File: src/rtl/irq_ctrl.sv
// Memory-mapped six-source interrupt controller with mask, pending register and req/ack/EOI handshake.
// Define IRQ_CTRL_EDGE_EN for rising-edge capture of src_irq; otherwise sources are level-captured.
module irq_ctrl #(
    parameter logic [31:0] BASE = 32'h00007f20
) (
    input  logic        clk,
    input  logic        rst,
    input  logic [31:0] addr,
    input  logic        write_enable,
    input  logic [31:0] write_data,
    output logic [31:0] read_result,
    input  logic [5:0]  src_irq,
    output logic        int_req,
    output logic [2:0]  int_id,
    input  logic        int_ack
);

    typedef enum logic [1:0] {IDLE, REQ, SVC} state_t;

    state_t      state;
    logic [5:0]  mask;
    logic [5:0]  pending;
    logic [5:0]  active;
    logic [5:0]  set_bits;
    logic [5:0]  clr_bits;
    logic [5:0]  ack_clr;
    logic [31:0] offset;
    logic        wr_mask;
    logic        wr_w1c;
    logic        wr_eoi;
    logic [2:0]  sel;
    logic        unused_bits;

    assign offset      = addr - BASE;
    assign wr_mask     = write_enable && (offset == 32'h0);
    assign wr_w1c      = write_enable && (offset == 32'h4);
    assign wr_eoi      = write_enable && (offset == 32'hC);
    assign active      = pending & mask;
    assign unused_bits = ^write_data[31:6];

`ifdef IRQ_CTRL_EDGE_EN
    logic [5:0] src_prev;

    assign set_bits = src_irq & ~src_prev;

    always_ff @(posedge clk) begin
        if (rst) begin
            src_prev <= '0;
        end else begin
            src_prev <= src_irq;
        end
    end
`else
    assign set_bits = src_irq;
`endif

    // Lowest-numbered active source wins.
    always_comb begin
        sel = 3'd0;
        for (int i = 5; i >= 0; i--) begin
            if (active[i]) begin
                sel = 3'(i);
            end
        end
    end

    assign ack_clr  = (state == REQ && int_ack) ? (6'b000001 << int_id) : 6'b000000;
    assign clr_bits = ack_clr | (wr_w1c ? write_data[5:0] : 6'b000000);

    always_ff @(posedge clk) begin
        if (rst) begin
            mask    <= '0;
            pending <= '0;
            state   <= IDLE;
            int_req <= 1'b0;
            int_id  <= 3'd0;
        end else begin
            if (wr_mask) begin
                mask <= write_data[5:0];
            end
            // A new set beats a simultaneous W1C or ack clear.
            pending <= (pending & ~clr_bits) | set_bits;

            case (state)
                IDLE: begin
                    if (|active) begin
                        int_id  <= sel;
                        int_req <= 1'b1;
                        state   <= REQ;
                    end
                end
                REQ: begin
                    if (int_ack) begin
                        int_req <= 1'b0;
                        state   <= SVC;
                    end else if (!active[int_id]) begin
                        int_req <= 1'b0;
                        int_id  <= 3'd0;
                        state   <= IDLE;
                    end
                end
                SVC: begin
                    if (wr_eoi) begin
                        int_id <= 3'd0;
                        state  <= IDLE;
                    end
                end
                default: begin
                    int_req <= 1'b0;
                    int_id  <= 3'd0;
                    state   <= IDLE;
                end
            endcase
        end
    end

    always_comb begin
        case (offset)
            32'h0:   read_result = {26'd0, mask};
            32'h4:   read_result = {26'd0, pending};
            32'h8:   read_result = {(state == SVC), 28'd0, int_id};
            default: read_result = 32'd0;
        endcase
    end

endmodule

File: config.mk
export PLATFORM = sky130hd
export DESIGN_NAME = irq_ctrl
export DESIGN_NICKNAME = d
export VERILOG_FILES = /design/src/rtl/irq_ctrl.sv
export SDC_FILE = /design/constraint.sdc
export NUM_CORES = 1
export LEC_CHECK = 0
export BUFFER_PORTS_ARGS = -buffer_cell sky130_fd_sc_hd__clkbuf_2
export CAP_MARGIN = 20
export CORE_ASPECT_RATIO = 0.7
export CORE_MARGIN = 2
export CORE_UTILIZATION = 45
export DETAILED_ROUTE_END_ITERATION = 10
export PLACE_DENSITY = 0.8
export RECOVER_POWER = 25
export SYNTH_ARGS = -nofsm -noshare
export SYNTH_HDL_FRONTEND = slang
export SYNTH_SLANG_ARGS = --single-unit
File: constraint.sdc
create_clock -name clk -period 4.1 [get_ports clk]
set_input_delay 0.205 -clock clk [delete_from_list [all_inputs] [get_ports clk]]
set_output_delay 0.205 -clock clk [all_outputs]
set_load 0.1 [all_outputs]
==> impl_metrics.csv <==
group,metric,value,unit
outcome,status,"completed",
clock_tree,cts.sink_count,18,
pwr,leakage,0.944,nW
yosys,synth_fa_ha_area_share,0.611,%
yosys,syn_inst,281,
yosys,synth.most_common_cell,"buf_4",
critical_path,startpoint,"addr[22]",
critical_path,crit_arrival,3.29,ns
pwr,clockPowerShare,25.4,%
critical_path,end_kind,"output port",
yosys,yosys.area_share.simple,36.6,%
clock_tree,cts_tree,"done",
global_routing,grt_antenna_before_repair,0,
detailed_routing,drtIter0Drc,263,
floorplan,initial_core_util,47.1,%
place,gp_congestion,0.931,
critical_path,criticalPathCategory,"input port to output port",
yosys,yosysWarningCount,0,
global_routing,grt_pass1_vias,1988,
finish,fillers,434,
sta,max_slew.worst_pin.slew,1.16,ns
floorplan,die_x,84.7,um
min_path,hold_path_class,"input port to flip-flop",
sta,grt_setup_unrepaired,"false",
critical_path,cp_slowest_cell,"nor4_1",
pwr,power,0.501,mW
clock_tree,post_cts_buffers,0,
yosys,ys.flop_type,"dfxtp_1",
critical_path,crit_chain,"clkbuf_1, nor4_1, nand4b_1, o41ai_2, nand2_1, nor4b_2, buf_4, and4b_1, a32o_1, clkbuf_2",
global_routing,grt_max_degree,16,
detailed_routing,avgViaCountPerCell,6.09,
finish,syn_to_final_growth,12.9,%
yosys,synthesis.area,2050,um^2
finish,drive_gt1_share,20.8,%
global_routing,grt_overflow_total,0,
sta,period_needed,3.49,ns
yosys,ys_ff_latch,18,
detailed_routing,wl,5.87,mm
clock_tree,cts_resized,0,
global_routing,grt_use_total,21.9,%
sta,period_share,85.1,%
yosys,avgSynthCellArea,7.29,um^2
yosys,synth-xor-area-share,1.28,%
clock_tree,cts_max_path_buffers,2,
sta,finalHoldViolations,0,
yosys,synth_mux_area_share,1.59,%
pwr,pwr-share-seq,36.7,%
finish,nets,409,
sta,setup_viol,0,
detailed_routing,firstDrtPassIters,5,
sta,finalSetupTns,0,ns
floorplan,rows,20,
pwr,share_comb_of_total_power,37.9,%
clock_tree,worstSkewPairLatency,0.26,ns
clock_tree,hold_buffers,0,
critical_path,crit_family,"simple AND/OR/NAND/NOR gates",
clock_tree,clkSlewWorstSetupHoldPaths,0.07,ns
yosys,ys_async_sr_fraction,0,%
detailed_routing,ant_nets,0,
yosys,yosys-top-cells-area,"dfxtp_1 (18%), buf_4 (9.5%), nand2_1 (4.2%)",
sta,fmax,286,MHz
finish,postLayoutCoreUtil,53.1,%
floorplan,fp.dieH,60.5,um
pwr,p_sw_share,43.9,%
floorplan,coreArea,4350,um^2
place,port_buffers,58,
finish,diodes,0,
critical_path,max_stage_delay,0.45,ns
yosys,synth_enable_flop_cells,0,
sta,relSlewSlack,22.9,%
clock_tree,htreeDepth,1,
detailed_routing,vias,2356,
place,hpwlAfterDp,4.70,mm
min_path,holdCritStartpoint,"write_data[5]",
pwr,power.density,217,nW/um^2
critical_path,crit_buf_inv,3,
clock_tree,cts_buffers,3,
yosys,synth_top_cell_area_share,17.6,%
job,max_cap_violations,0,
pwr,vdd_drop_max,113,uV
detailed_routing,post-route-drc-count,0,
floorplan,die_area,5120,um^2
yosys,synth_compound_area_share,27.0,%
pwr,p_int,0.281,mW
sta,fin_skew,0.000951,ns
yosys,synth_top_family_by_area,"simple AND/OR/NAND/NOR gates",
global_routing,grt_pass1_wl,9.18,mm
yosys,yosysTopAreaCell,"dfxtp_1",
critical_path,required,3.89,ns
floorplan,io_pins,110,
critical_path,worstPathMaxFanout,14,
critical_path,r2r-start,"int_id[0]$_SDFFE_PP0P_",
yosys,synth_seq_area_share,17.6,%
critical_path,cp-start-kind,"input port",
yosys,synth_common_cells,"buf_4 (26), nand2_1 (23), dfxtp_1 (18), inv_1 (18)",
pwr,power_switching,0.220,mW
clock_tree,root_buffer,"clkbuf_8",
sta,finalMaxSlewViolations,0,
yosys,synth.distinct_cells,59,
detailed_routing,wl_per_cell,15.2,um
==> registers in the layout, indices dropped and copies added (netlist names) <==
| signal | count |
|---|---|
| int_id | 3 |
| int_req | 1 |
| mask | 6 |
| pending | 6 |
| state | 2 |
==> metrics by stage <==
stage          area, um^2  hold WS, ns  setup slack [ns]  std cells
2_1_floorplan        2140        0.308              1.05        305
3_3_place_gp         2280        0.449             0.719        384
3_5_place_dp         2280        0.444             0.690        384
4_1_cts              2320        0.176             0.658        387
6_report             2310        0.175             0.610        387
5_1_grt              2310        0.218             0.438        387
==> power by group through the flow <==
stage | Sequential (mW) | Clock (mW) | Combinational, mW
CTS | 0.183 | 0.127 | 0.188
floorplan | 0.186 | 0 | 0.161
global route | 0.184 | 0.132 | 0.200
global placement | 0.187 | 0 | 0.186
detailed placement | 0.187 | 0 | 0.188
finish | 0.184 | 0.127 | 0.190
==> cells by family after synthesis <==
group                      after synthesis
and+or+nand+nor                        125
AOI/OAI and AO/OA                       76
buffers and inverters                   55
DFF                                     18
xor gates and xnor gates                 3
muxes                                    2
adders and majority gates                1
other                                    1
==> cell type report <==
type                            instances  area (um^2)  share of cell area, %
Multi-Input combinational cell        232         1470                   63.5
Sequential cell                        18          360                   15.6
Timing Repair Buffer                   61          307                   13.3
Tap cell                               55         68.8                   2.97
Inverter                               18         67.6                   2.92
Clock buffer                            3         41.3                   1.78
==> per-layer routing <==
metal	share of wire, %	wire length (um)	global-route usage, %	up-vias
li1	-	-	-	1133
met1	48	2830	32.9	1071
met2	42	2480	32.5	134
met3	8.1	476	4.35	18
met4	1.5	89	4.99	0
met5	0	0	0	-
==> cells in the final DEF (no fill, tap or decap), types with 2 or more instances in the layout <==
| cell type | synthesis | routed |
|---|---|---|
| nor4b_1 | 3 | 3 |
| o21ai_0 | 9 | 9 |
| xor2_1 | 2 | 2 |
| o41ai_1 | 4 | 4 |
| a22o_1 | 3 | 3 |
| a211oi_1 | 5 | 5 |
| conb_1 | 1 | 25 |
| a21oi_1 | 17 | 17 |
| buf_4 | 26 | 3 |
| a311oi_1 | 2 | 2 |
| or3_1 | 3 | 3 |
| o211ai_1 | 4 | 4 |
| nor3_1 | 12 | 12 |
| nand3b_1 | 3 | 3 |
| or4_1 | 2 | 2 |
| nor4bb_1 | 2 | 2 |
| clkbuf_8 | 0 | 3 |
| nand3_1 | 13 | 13 |
| inv_1 | 18 | 18 |
| clkbuf_2 | 0 | 53 |
| a41oi_1 | 3 | 3 |
| and4_1 | 4 | 4 |
| clkbuf_1 | 6 | 5 |
| nor4_1 | 6 | 6 |
| and3_1 | 10 | 10 |
| a31o_1 | 6 | 6 |
| nand2b_1 | 2 | 2 |
| nor3b_1 | 2 | 2 |
| nand4_1 | 10 | 10 |
| nand2_1 | 23 | 23 |
| dfxtp_1 | 18 | 18 |
| and4b_1 | 3 | 3 |
| nor4_4 | 2 | 2 |
| and2_1 | 2 | 2 |
| a31oi_1 | 5 | 5 |
| nor2_1 | 17 | 17 |
| a32o_1 | 3 | 3 |
| o31ai_1 | 3 | 3 |
==> final timing paths <==
| kind | to | slack (ns) | cells after the start |
|---|---|---|---|
| worst max-delay path | read_result[5] | 0.61 | 10 |
| worst min-delay path | pending[5]$_SDFF_PP0_ | 0.17 | 2 |
| worst max register to register | int_id[0]$_SDFFE_PP0P_ | 2.20 | 6 |
| worst min register to register | int_req$_SDFFE_PP0P_ | 0.52 | 1 |
Note: power is estimated with default switching activity, not from simulation.
